`src/rtl/turn_counter_pkg.sv`:
```
// Shared encodings for the turn counter: FSM states, operation codes and BCD digit limits.
package turn_counter_pkg;

    typedef enum logic [1:0] {
        StIdle   = 2'd0,
        StUpdate = 2'd1,
        StAck    = 2'd2
    } state_e;

    typedef enum logic {
        OpInc = 1'b0,
        OpDec = 1'b1
    } op_e;

    localparam logic [3:0] DigitZero = 4'd0;
    localparam logic [3:0] DigitNine = 4'd9;

endpackage

```
`src/rtl/turn_counter_bcd_digit_step.sv`:
```
// Single BCD digit increment/decrement with carry (INC) or borrow (DEC) out.
module turn_counter_bcd_digit_step
    import turn_counter_pkg::*;
(
    input  logic       i_op,
    input  logic [3:0] i_digit,
    output logic [3:0] o_digit,
    output logic       o_carry
);

    always_comb begin
        o_digit = i_digit;
        o_carry = 1'b0;
        if (i_op == OpDec) begin
            if (i_digit == DigitZero) begin
                o_digit = DigitNine;
                o_carry = 1'b1;
            end else begin
                o_digit = i_digit - 4'd1;
            end
        end else begin
            if (i_digit == DigitNine) begin
                o_digit = DigitZero;
                o_carry = 1'b1;
            end else begin
                o_digit = i_digit + 4'd1;
            end
        end
    end

endmodule

```
`src/rtl/turn_counter.sv`:
```
// Saturating turn counter with a level req/ack handshake; keeps a binary count and a
// BCD copy that is ripple-updated one digit per cycle after each change.
module turn_counter
    import turn_counter_pkg::*;
#(
    parameter int unsigned MAX_TURNS = 9999,
    parameter int unsigned TURN_W    = 14
) (
    input  logic              clk,
    input  logic              rst,
    input  logic              i_move_req,
    input  logic              i_undo_req,
    input  logic              i_clear,
    output logic              o_move_ack,
    output logic              o_busy,
    output logic [TURN_W-1:0] o_turns,
    output logic [15:0]       o_bcd,
    output logic              o_saturated
);

    localparam logic [TURN_W-1:0] MaxTurns = TURN_W'(MAX_TURNS);

    state_e            r_state;
    state_e            w_state_next;
    op_e               r_op;
    op_e               w_op_next;
    op_e               w_req_op;
    logic [1:0]        r_idx;
    logic [1:0]        w_idx_next;
    logic [TURN_W-1:0] r_turns;
    logic [TURN_W-1:0] w_turns_next;
    logic [15:0]       r_bcd;
    logic [15:0]       w_bcd_next;
    logic              r_move_ack;
    logic              w_move_ack_next;
    logic              r_busy;
    logic              r_saturated;
    logic              w_any_req;
    logic              w_at_limit;
    logic [3:0]        w_digit;
    logic [3:0]        w_new_digit;
    logic              w_carry;

    assign w_any_req  = i_move_req | i_undo_req;
    assign w_req_op   = i_move_req ? OpInc : OpDec;
    assign w_at_limit = (w_req_op == OpInc) ? (r_turns == MaxTurns) : (r_turns == '0);
    assign w_digit    = r_bcd[{r_idx, 2'b00} +: 4];

    turn_counter_bcd_digit_step u_digit_step (
        .i_op    (r_op),
        .i_digit (w_digit),
        .o_digit (w_new_digit),
        .o_carry (w_carry)
    );

    always_comb begin
        w_state_next = r_state;
        w_op_next    = r_op;
        w_idx_next   = r_idx;
        w_turns_next = r_turns;
        w_bcd_next   = r_bcd;

        case (r_state)
            StIdle: begin
                if (w_any_req) begin
                    w_op_next = w_req_op;
                    if (w_at_limit) begin
                        w_state_next = StAck;
                    end else begin
                        w_turns_next = (w_req_op == OpInc) ? r_turns + TURN_W'(1)
                                                           : r_turns - TURN_W'(1);
                        w_idx_next   = 2'd0;
                        w_state_next = StUpdate;
                    end
                end
            end
            StUpdate: begin
                w_bcd_next[{r_idx, 2'b00} +: 4] = w_new_digit;
                if (w_carry && (r_idx != 2'd3)) begin
                    w_idx_next = r_idx + 2'd1;
                end else begin
                    w_state_next = StAck;
                end
            end
            StAck: begin
                if (!w_any_req) begin
                    w_state_next = StIdle;
                end
            end
            default: begin
                w_state_next = StIdle;
            end
        endcase

        if (i_clear) begin
            w_state_next = StIdle;
            w_idx_next   = 2'd0;
            w_turns_next = '0;
            w_bcd_next   = '0;
        end
    end

    // Ack is raised on the edge after ACK is entered and drops together with the return to IDLE.
    assign w_move_ack_next = (r_state == StAck) && (w_state_next == StAck);

    always_ff @(posedge clk or posedge rst) begin
        if (rst) begin
            r_state     <= StIdle;
            r_op        <= OpInc;
            r_idx       <= 2'd0;
            r_turns     <= '0;
            r_bcd       <= '0;
            r_move_ack  <= 1'b0;
            r_busy      <= 1'b0;
            r_saturated <= 1'b0;
        end else begin
            r_state     <= w_state_next;
            r_op        <= w_op_next;
            r_idx       <= w_idx_next;
            r_turns     <= w_turns_next;
            r_bcd       <= w_bcd_next;
            r_move_ack  <= w_move_ack_next;
            r_busy      <= (w_state_next != StIdle);
            r_saturated <= (r_turns == MaxTurns);
        end
    end

    assign o_move_ack  = r_move_ack;
    assign o_busy      = r_busy;
    assign o_turns     = r_turns;
    assign o_bcd       = r_bcd;
    assign o_saturated = r_saturated;

endmodule
```
`config.mk`:
```
export PLATFORM = sky130hd
export DESIGN_NAME = turn_counter
export DESIGN_NICKNAME = d
export VERILOG_FILES = /design/src/rtl/turn_counter_pkg.sv /design/src/rtl/turn_counter_bcd_digit_step.sv /design/src/rtl/turn_counter.sv
export SDC_FILE = /design/constraint.sdc
export NUM_CORES = 1
export LEC_CHECK = 0
export CAP_MARGIN = 10
export CORE_MARGIN = 2
export CORE_UTILIZATION = 35
export CTS_BUF_LIST = sky130_fd_sc_hd__clkbuf_16
export DETAILED_ROUTE_END_ITERATION = 8
export GPL_TIMING_DRIVEN = 0
export MAX_ROUTING_LAYER = met4
export PLACE_DENSITY = 0.62
export SETUP_SLACK_MARGIN = 0.4
export SLEW_MARGIN = 20
export SYNTH_ARGS = -nofsm -noshare
export SYNTH_HDL_FRONTEND = slang
export SYNTH_SLANG_ARGS = --single-unit
```
`constraint.sdc`:
```
create_clock -name clk -period 3.4 [get_ports clk]
set_input_delay 0.34 -clock clk [delete_from_list [all_inputs] [get_ports clk]]
set_output_delay 0.34 -clock clk [all_outputs]
set_load 0.02 [all_outputs]
```
==> results of run 1 <==
==> per-layer routing <==
metal	routed length, um	share of wire, %	vias to the layer above
met3	168	2.7	6
met2	3120	49	33
met4	59	0.93	0
met5	0	0	-
li1	-	-	1125
met1	2980	47	1113
==> timing repair <==
| action | in CTS | in global routing |
|---|---|---|
| gates resized for setup | 2 | 1 |
| setup buffers | 3 | 1 |
| pin swaps | 0 | 1 |
| endpoints found under the setup margin | 3 | 2 |
==> how the worst min path moves through the flow <==
stage | slack [ns] | to | cells after the start
3_5_place_dp | 0.51 | o_bcd[7]$_DFFE_PP0P_ | 2
3_3_place_gp | 0.50 | o_bcd[7]$_DFFE_PP0P_ | 2
6_report | 0.33 | o_turns[12]$_DFFE_PP0P_ | 2
5_1_grt | 0.37 | o_bcd[8]$_DFFE_PP0P_ | 2
4_1_cts | 0.33 | o_bcd[8]$_DFFE_PP0P_ | 2
2_1_floorplan | 0.52 | r_op$_DFFE_PP0P_ | 2
==> placed cells by master (no fill, tap or decap), drive strengths merged, types with 4 or more instances in the layout <==
| cell | synthesis | layout |
|---|---|---|
| dfrtp | 38 | 38 |
| nand4 | 4 | 4 |
| ha | 20 | 20 |
| a22o | 13 | 13 |
| xor2 | 4 | 4 |
| nor2b | 4 | 4 |
| nand2 | 22 | 22 |
| nand3 | 12 | 12 |
| mux4 | 4 | 4 |
| clkbuf | 7 | 12 |
| a21o | 5 | 5 |
| a211oi | 7 | 7 |
| or3 | 4 | 4 |
| o21ai | 19 | 19 |
| xnor2 | 5 | 5 |
| clkdlybuf4s50 | 0 | 36 |
| nor3 | 7 | 7 |
| buf | 3 | 8 |
| nor2 | 22 | 22 |
| a21oi | 16 | 16 |
| inv | 21 | 21 |
==> stage by stage <==
step	instance area [um2]	cells	power (W)	utilization, %
4_1_cts	3300	428	0.00240	45.5
5_1_grt	3300	429	0.00258	45.6
3_5_place_dp	3140	417	0.00195	43.2
6_report	3300	429	0.00239	45.6
3_3_place_gp	3120	416	0.00194	43.0
2_1_floorplan	2630	281	0.00158	-
==> worst reg2reg max path, stage by stage (launching register included) <==
cell	delay [ns]
dfrtp_1	0.41
buf_6	0.17
mux4_2	0.56
inv_1	0.14
ha_1	0.22
inv_1	0.07
or3_4	0.39
a211oi_4	0.36
nand2_1	0.12
nand3b_1	0.10
a21oi_1	0.06
==> kinds of logic after synthesis <==
kind of cell    synth area share (%)
simple gates                    20.4
compound gates                  21.4
flops                           36.1
buf+inv                         4.80
fa+ha+maj                       10.3
xor+xnor                        3.00
mux                             3.99
==> cell type report <==
type                       count  share of cell area (%)
multi-input combinational    212                    46.9
timing repair buffer          41                    12.4
clock buffer                   5                    3.79
buffer                        10                    1.48
sequential                    38                    28.8
inverter                      21                    2.50
tap                           99                    3.75
clock inverter                 3                   0.379
==> registers in the layout (all words and copies together), names as in the netlist <==
register,count
o_bcd,16
o_turns,14
r_idx,2
r_state,2
o_busy,1
o_move_ack,1
o_saturated,1
r_op,1
==> power by group <==
part           switching [W]  leakage (nW)  internal (W)
clock network       0.000166        0.0724      0.000265
logic               0.000722         0.877      0.000586
registers           0.000107         0.515      0.000546
total               0.000995          1.46       0.00140
==> impl_metrics.env, run 1 <==
export IMPL_cp_max_fo=10
export IMPL_critPathTopFamily="buffers and inverters"
export IMPL_syn_nets=307
export IMPL_grt_busiest_layer="met2"
export IMPL_r2r_start="r_idx[0]$_DFFE_PP0P_"
export IMPL_totalWireLength_mm=6.33
export IMPL_yosysSeqAreaShare_pct=36.1
export IMPL_port_buffers=36
export IMPL_areaGrowthSynthToFinish_pct=25.6
export IMPL_r2r_end="r_idx[0]$_DFFE_PP0P_"
export IMPL_cp_buffers_inverters=4
export IMPL_finalNetCount=355
export IMPL_critPathRequiredTime_ns=3.56
export IMPL_cts_tree="yes"
export IMPL_n_antenna_cell=0
export IMPL_grt_pass1_vias=2154
export IMPL_synth_edf_count=0
export IMPL_grtUsageMet2_pct=26.8
export IMPL_antenna_found_initial=0
export IMPL_yosys_warnings=0
export IMPL_fin_ws_ns=0.623
export IMPL_cts_path_max_buffers=2
export IMPL_ff_latch_area_um2=951
export IMPL_async_flop_share_pct=100
export IMPL_grt_overflow=0
export IMPL_ff2ff_path_depth=10
export IMPL_grt_max_degree=27
export IMPL_grt_setup_unrepaired="no"
export IMPL_p_leak_nw=1.46
export IMPL_rows=31
export IMPL_dr_pass1_iters=4
export IMPL_post_route_period_util_pct=81.7
export IMPL_synth_area_leader_cell="dfrtp_1"
export IMPL_place_ws_ns=0.0389
export IMPL_peakVddDrop_mv=0.283
export IMPL_status="finished clean"
export IMPL_drtIter0Drc=97
export IMPL_dieArea_um2=8230
export IMPL_avgViaCountPerCell=5.31
export IMPL_track_usage_pct=16.6
export IMPL_startpoint_type="input pin"
export IMPL_slew_viol_final=0
export IMPL_ios=38
export IMPL_n_fill_cell=719
export IMPL_synth_top_flop_cell="dfrtp_1"
export IMPL_multi_input_area_um2=1550
export IMPL_use_met1_pct=22.1
export IMPL_cap_violations=0
export IMPL_clk_pin_slew_ns=0.05
export IMPL_arrival_ns=2.94
export IMPL_h_tree_depth=2
export IMPL_grt_pass1_wl_mm=10.9
export IMPL_gp_congestion=0.809
export IMPL_synth_common_cells="38 x dfrtp_1, 22 x nand2_1, 21 x inv_1, 21 x nor2_1, 20 x ha_1"
export IMPL_totalNegativeSetupSlack_ns=0
export IMPL_synth_area_um2=2630
export IMPL_start_util_pct=36.3
export IMPL_fin_skew_ns=0.00352
export IMPL_synth_most_common_cell="dfrtp_1"
export IMPL_antenna_left=0
export IMPL_synth_cell_type_count=57
export IMPL_critPathSlowestCell="clkdlybuf4s50_1"
export IMPL_wire_per_inst_um=14.7
export IMPL_period_minus_slack_ns=2.78
export IMPL_power_density_nw_per_um2=724
export IMPL_die_x_um=90.7
export IMPL_hold_buffers=0
export IMPL_ys_ff_latch=38
export IMPL_dp_hpwl_mm=4.89
export IMPL_endpoint_kind="flop"
export IMPL_netlist_instances=281
export IMPL_coreArea_um2=7250
export IMPL_drive_gt1_share_pct=10.0
export IMPL_clock_latency_ns=0.27
export IMPL_cp_startpoint="i_move_req"
export IMPL_path_depth=11
export IMPL_slew_headroom_pct=62.4
export IMPL_use_met3_pct=2.50
export IMPL_finalHoldViolCount=0
export IMPL_cts_buffers=5
export IMPL_avgSynthCellArea_um2=9.36
export IMPL_holdWs_ns=0.325
export IMPL_cts_sinks=38
export IMPL_die_h_um=90.7
export IMPL_fmax_mhz=360
export IMPL_post_route_drc_count=0
export IMPL_max_stage_delay_ns=0.51
export IMPL_ff2ff_setup_slack_ns=0.67
export IMPL_crit_type="input pin to flop"
export IMPL_tightest_slew_ns=0.564
export IMPL_crit_chain="clkdlybuf4s50_1 > clkbuf_2 > clkinvlp_4 > buf_4 > ha_1 > nand2b_1 > a21oi_1 > o22ai_1 > o21bai_1 > a211o_1 > a32o_1"
export IMPL_dr_total_vias=2277
export IMPL_cts_root_buf="clkbuf_16"
export IMPL_endpoint="o_turns[8]$_DFFE_PP0P_"
export IMPL_finalSetupViolCount=0
export IMPL_yosys_top_cells_area="dfrtp_1 36%, ha_1 9.5%, a22o_1 4.3%"
export IMPL_synth_top_area_share_pct=36.1
export IMPL_hold_class="input pin to asynchronous set/reset pin"
Note: power is estimated with default switching activity, not from simulation.
==> inputs of run 2 (changes only) <==
- clock period: 3.4 -> 2.7 ns (I/O delays scaled with it)
==> run 2 against run 1 <==
  * First-iteration DRC count rose by 10%
  * Clock power rose by 32%
  * Via count rose by 5.6%
  * Sequential cell count did not move
  * Sequential share of layout area fell by 3.3 points
  * Wire length rose by 15%
  * Clock skew rose by 0.0042 ns
  * Sequential power rose by 27%
  * Worst hold slack got worse by 0.029 ns
  * Non-clock buffer count rose by 23
  * Critical path depth fell by 1
==> impl_metrics.env, run 2 (synthesis results as in run 1) <==
export IMPL_hold_class="input pin to asynchronous set/reset pin"
export IMPL_grt_setup_unrepaired="yes"
export IMPL_crit_chain="buf_6 > mux4_2 > inv_4 > ha_4 > inv_2 > or3_4 > a211oi_4 > buf_4 > nand3_1 > a21oi_1"
export IMPL_combinationalPowerShare_pct=60.4
export IMPL_slew_viol_final=0
export IMPL_critPathSlowestCell="mux4_2"
export IMPL_ios=38
export IMPL_avgViaCountPerCell=5.32
export IMPL_p_sw_w=0.00148
export IMPL_antenna_left=0
export IMPL_power_frac_seq_pct=23.5
export IMPL_power_density_nw_per_um2=947
export IMPL_grt_max_degree=23
export IMPL_arrival_ns=2.74
export IMPL_design_area_um2=3730
export IMPL_crit_type="flop to flop"
export IMPL_track_usage_pct=17.8
export IMPL_gp_congestion=0.828
export IMPL_peakVddDrop_mv=0.411
export IMPL_p_int_w=0.00205
export IMPL_grt_pass1_vias=2379
export IMPL_antenna_found_initial=0
export IMPL_coreArea_um2=7250
export IMPL_h_tree_depth=2
export IMPL_cts_buffers=5
export IMPL_tightest_slew_ns=0.547
export IMPL_finalSetupViolCount=0
export IMPL_most_common_layout_cells="38 x dfrtp_1, 35 x clkdlybuf4s50_1, 27 x buf_4"
export IMPL_cts_root_buf="clkbuf_16"
export IMPL_areaGrowthSynthToFinish_pct=41.7
export IMPL_dr_pass1_iters=4
export IMPL_cts_path_max_buffers=2
export IMPL_design_power_total_w=0.00353
export IMPL_ff_latch_area_um2=951
export IMPL_dpl_cell_area_um2=3150
export IMPL_wire_per_inst_um=16.1
export IMPL_finalNetCount=378
export IMPL_cts_sinks=38
export IMPL_port_buffers=36
export IMPL_endpoint_kind="flop"
export IMPL_period_minus_slack_ns=2.54
export IMPL_clock_latency_ns=0.28
export IMPL_cap_violations=0
export IMPL_clk_pin_slew_ns=0.06
export IMPL_dp_hpwl_mm=4.97
export IMPL_p_leak_nw=1.61
export IMPL_switching_share_pct=41.9
export IMPL_dr_total_vias=2405
export IMPL_startpoint_type="flop"
export IMPL_max_stage_delay_ns=0.57
export IMPL_cp_max_fo=5
export IMPL_grt_pass1_wl_mm=11.6
export IMPL_multi_input_area_um2=1770
export IMPL_slew_headroom_pct=63.5
export IMPL_n_fill_cell=664
export IMPL_cts_tree="yes"
export IMPL_largest_reg_flops=16
export IMPL_rows=31
export IMPL_dieArea_um2=8230
export IMPL_status="finished clean"
export IMPL_die_x_um=90.7
export IMPL_cp_buffers_inverters=4
export IMPL_grt_overflow=0
export IMPL_start_util_pct=36.3
export IMPL_fmax_mhz=393
export IMPL_critPathTopFamily="multiplexers"
export IMPL_die_h_um=90.7
export IMPL_totalWireLength_mm=7.28
export IMPL_n_antenna_cell=0
export IMPL_clockPowerShare_pct=16.1
export IMPL_drive_gt1_share_pct=28.0
export IMPL_finalHoldViolCount=0
export IMPL_fin_skew_ns=0.00775
export IMPL_post_route_drc_count=0
export IMPL_critPathRequiredTime_ns=2.90
export IMPL_post_route_period_util_pct=94.1
export IMPL_drtIter0Drc=107
export IMPL_layout_commonest_cell="dfrtp_1"
export IMPL_fin_util_pct=51.4
-- run 2: cell count changes in the layout (fill, tap and decap cells not counted), sizes merged --
cell,change
buf,+24
clkbuf,-1
clkdlybuf4s15,+1
clkdlybuf4s50,-1
clkinvlp,+1
inv,-1
-- run 2: final cells by class --
class                      count  share of cell area, %
sequential                    38                   25.5
clock buffer                   5                   3.36
clock inverter                 3                  0.436
buffer                        10                   1.64
timing repair buffer          64                   16.0
multi-input combinational    212                   47.4
tap                           99                   3.32
inverter                      21                   2.28
-- run 2: repair_timing --
action                                  4_1_cts  5_1_grt
hold buffers                                  0        0
endpoints found under the setup margin       33       33
pin swaps                                     4       19
endpoints found under the hold margin         0        0
setup buffers                                12       15
gates resized for setup                      24       43
-- run 2: path summary, 6_finish.rpt --
check / from / end / slack [ns] / cells past startpoint
max reg2reg: r_idx[0]$_DFFE_PP0P_ / r_idx[0]$_DFFE_PP0P_ / 0.16 / 10
max in group asynchronous: rst / r_op$_DFFE_PP0P_ / 1.95 / 3
min reg2reg: o_bcd[9]$_DFFE_PP0P_ / o_bcd[9]$_DFFE_PP0P_ / 0.52 / 2
min in group clk: o_bcd[9]$_DFFE_PP0P_ / o_bcd[9]$_DFFE_PP0P_ / 0.52 / 2
min: rst / o_turns[13]$_DFFE_PP0P_ / 0.30 / 2
max: r_idx[0]$_DFFE_PP0P_ / r_idx[0]$_DFFE_PP0P_ / 0.16 / 10
-- run 2: worst reg2reg max path: cells and delay by family, from the launching register on --
family	cells	cell delay, ns
AO/OA/AOI/OAI	2	0.52
adder cells (fa/ha/maj)	1	0.13
buffers and inverters	4	0.42
flip-flops	1	0.36
multiplexers	1	0.57
AND/OR/NAND/NOR	2	0.44
-- run 2: layer usage --
| metal | vias to the layer above | GRT usage [%] | wire, um |
|---|---|---|---|
| met3 | 10 | 2.42 | 107 |
| met5 | - | - | 0 |
| met4 | 0 | 5.90 | 116 |
| met2 | 39 | 29.0 | 3620 |
| li1 | 1170 | - | - |
| met1 | 1186 | 22.7 | 3440 |
-- run 2: power groups by stage --
stage	Combinational [W]	Sequential, W	Clock (W)
finish	0.00213	0.000831	0.000569
global route	0.00231	0.000850	0.000605
CTS	0.00181	0.000827	0.000576
detailed placement	0.00166	0.000831	0
global placement	0.00163	0.000833	0
floorplan	0.00111	0.000905	0
-- run 2: stage by stage --
stage	TNS [ns]	cells	hold WS, ns	setup slack (ns)
detailed placement	-4.68	417	0.516	-0.599
CTS	0	437	0.303	0.230
global route	0	452	0.332	0.0723
finish	0	452	0.297	0.158
global placement	-4.31	416	0.492	-0.569
floorplan	0	281	0.448	0.279
==> inputs of run 3 (changes only) <==
- clock period: 2.7 -> 3.2 ns (I/O delays scaled with it)
==> run 3 against run 2 <==
  * Setup slack gained 0.38 ns
  * Utilization shrank 5.0 points
  * Non-clock buffer count shrank 17
  * Largest cell class unchanged
==> impl_metrics.env, run 3 (synthesis results as in run 1) <==
export IMPL_layout_commonest_cell="dfrtp_1"
export IMPL_track_usage_pct=16.6
export IMPL_h_tree_depth=2
export IMPL_clk_pin_slew_ns=0.05
export IMPL_totalNegativeSetupSlack_ns=0
export IMPL_crit_chain="clkdlybuf4s50_1 > clkbuf_4 > clkinvlp_4 > buf_4 > ha_1 > nand2b_1 > a21oi_1 > o22ai_1 > o21bai_1 > a211o_1 > a32o_1"
export IMPL_highest_layer="met4"
export IMPL_port_buffers=36
export IMPL_hold_class="input pin to asynchronous set/reset pin"
export IMPL_holdWs_ns=0.304
export IMPL_dieArea_um2=8230
export IMPL_fin_util_pct=46.5
export IMPL_cts_sinks=38
export IMPL_period_minus_slack_ns=2.66
export IMPL_wire_per_inst_um=15.0
export IMPL_gp_congestion=0.809
export IMPL_crit_type="input pin to flop"
export IMPL_wl_met2_mm=3.20
export IMPL_fin_ws_ns=0.538
export IMPL_coreArea_um2=7250
export IMPL_arrival_ns=2.83
export IMPL_start_util_pct=36.3
export IMPL_design_power_total_w=0.00260
export IMPL_critPathSlowestCell="clkdlybuf4s50_1"
export IMPL_cts_buffers=5
export IMPL_post_route_period_util_pct=83.2
export IMPL_tightest_slew_ns=0.551
export IMPL_grt_pass1_vias=2165
export IMPL_cts_tree="yes"
export IMPL_wirelength_met1_mm=3.05
export IMPL_largest_reg_flops=16
export IMPL_place_ws_ns=-0.141
export IMPL_totalWireLength_mm=6.51
export IMPL_areaGrowthSynthToFinish_pct=28.1
export IMPL_clock_latency_ns=0.28
export IMPL_fin_skew_ns=0.00354
export IMPL_critPathRequiredTime_ns=3.36
export IMPL_grt_pass1_wl_mm=10.9
export IMPL_cp_max_fo=10
export IMPL_dr_total_vias=2324
export IMPL_fmax_mhz=376
export IMPL_status="finished clean"
export IMPL_drive_gt1_share_pct=13.4
export IMPL_rows=31
export IMPL_cap_violations=0
export IMPL_avgViaCountPerCell=5.34
export IMPL_dp_hpwl_mm=4.89
export IMPL_antenna_found_initial=0
export IMPL_die_h_um=90.7
export IMPL_post_route_drc_count=0
export IMPL_n_antenna_cell=0
export IMPL_startpoint_type="input pin"
export IMPL_antenna_left=0
export IMPL_grt_setup_unrepaired="yes"
export IMPL_finalHoldViolCount=0
export IMPL_slew_viol_final=0
export IMPL_cts_root_buf="clkbuf_16"
export IMPL_p_leak_nw=1.50
export IMPL_slew_headroom_pct=63.3
export IMPL_route_met3_wl_um=202
export IMPL_die_x_um=90.7
export IMPL_grt_overflow=0
export IMPL_drtIter0Drc=114
export IMPL_endpoint_kind="flop"
export IMPL_max_stage_delay_ns=0.51
export IMPL_hold_buffers=0
export IMPL_most_common_layout_cells="38 x dfrtp_1, 36 x clkdlybuf4s50_1, 22 x nand2_1"
export IMPL_dr_pass1_iters=4
export IMPL_ios=38
export IMPL_power_density_nw_per_um2=772
export IMPL_finalNetCount=361
export IMPL_finalSetupViolCount=0
export IMPL_peakVddDrop_mv=0.304
export IMPL_grt_max_degree=27
export IMPL_cts_path_max_buffers=2
==> run 3: per-stage QoR <==
| step | instance area [um2] | std cells |
|---|---|---|
| finish | 3370 | 435 |
| global route | 3370 | 435 |
| floorplan | 2630 | 281 |
| detailed placement | 3140 | 417 |
| CTS | 3310 | 428 |
| global placement | 3120 | 416 |
==> run 3: worst max-delay path, delay by kind of cell <==
family / cells / cell delay [ns]
adder cells (fa/ha/maj): 1 / 0.31
AND/OR/NAND/NOR: 1 / 0.14
buffers and inverters: 4 / 1.03
AO/OA/AOI/OAI: 5 / 1.03
==> run 3: timing repair <==
item                                    CTS  global route
buffers inserted                          3             7
resized for setup                         3             8
pin swaps                                 0             1
endpoints found under the setup margin    8            19
==> run 3: power breakdown <==
part / internal (W) / switching, W
Sequential: 0.000580 / 0.000113
Clock: 0.000281 / 0.000181
Combinational: 0.000655 / 0.000791
Total: 0.00152 / 0.00109
==> run 3: cell type report <==
type                       instances  area [um2]
timing repair buffer              47         455
sequential                        38         951
clock inverter                     3        12.5
buffer                            10        51.3
multi-input combinational        212        1570
clock buffer                       5         125
fill                             710        3880
tap                               99         124
inverter                          21        82.6
==> run 3: final timing paths <==
| kind | start | endpoint | slack, ns | cells after the start |
|---|---|---|---|---|
| hold / removal | rst | o_bcd[8]$_DFFE_PP0P_ | 0.30 | 2 |
| hold reg to reg | o_bcd[7]$_DFFE_PP0P_ | o_bcd[7]$_DFFE_PP0P_ | 0.51 | 2 |
| max in group asynchronous | rst | o_bcd[13]$_DFFE_PP0P_ | 2.46 | 3 |
| min in group clk | o_bcd[7]$_DFFE_PP0P_ | o_bcd[7]$_DFFE_PP0P_ | 0.51 | 2 |
| setup reg to reg | r_idx[0]$_DFFE_PP0P_ | r_idx[1]$_DFFE_PP0P_ | 0.56 | 10 |
| setup / recovery | i_move_req | o_turns[8]$_DFFE_PP0P_ | 0.54 | 11 |
==> run 3: metal layers <==
metal  vias to the layer above  GRT usage (%)
met1                      1133           22.1
met5                         -              -
li1                       1140              -
met3                         6           2.50
met4                         0           3.46
met2                        45           27.0
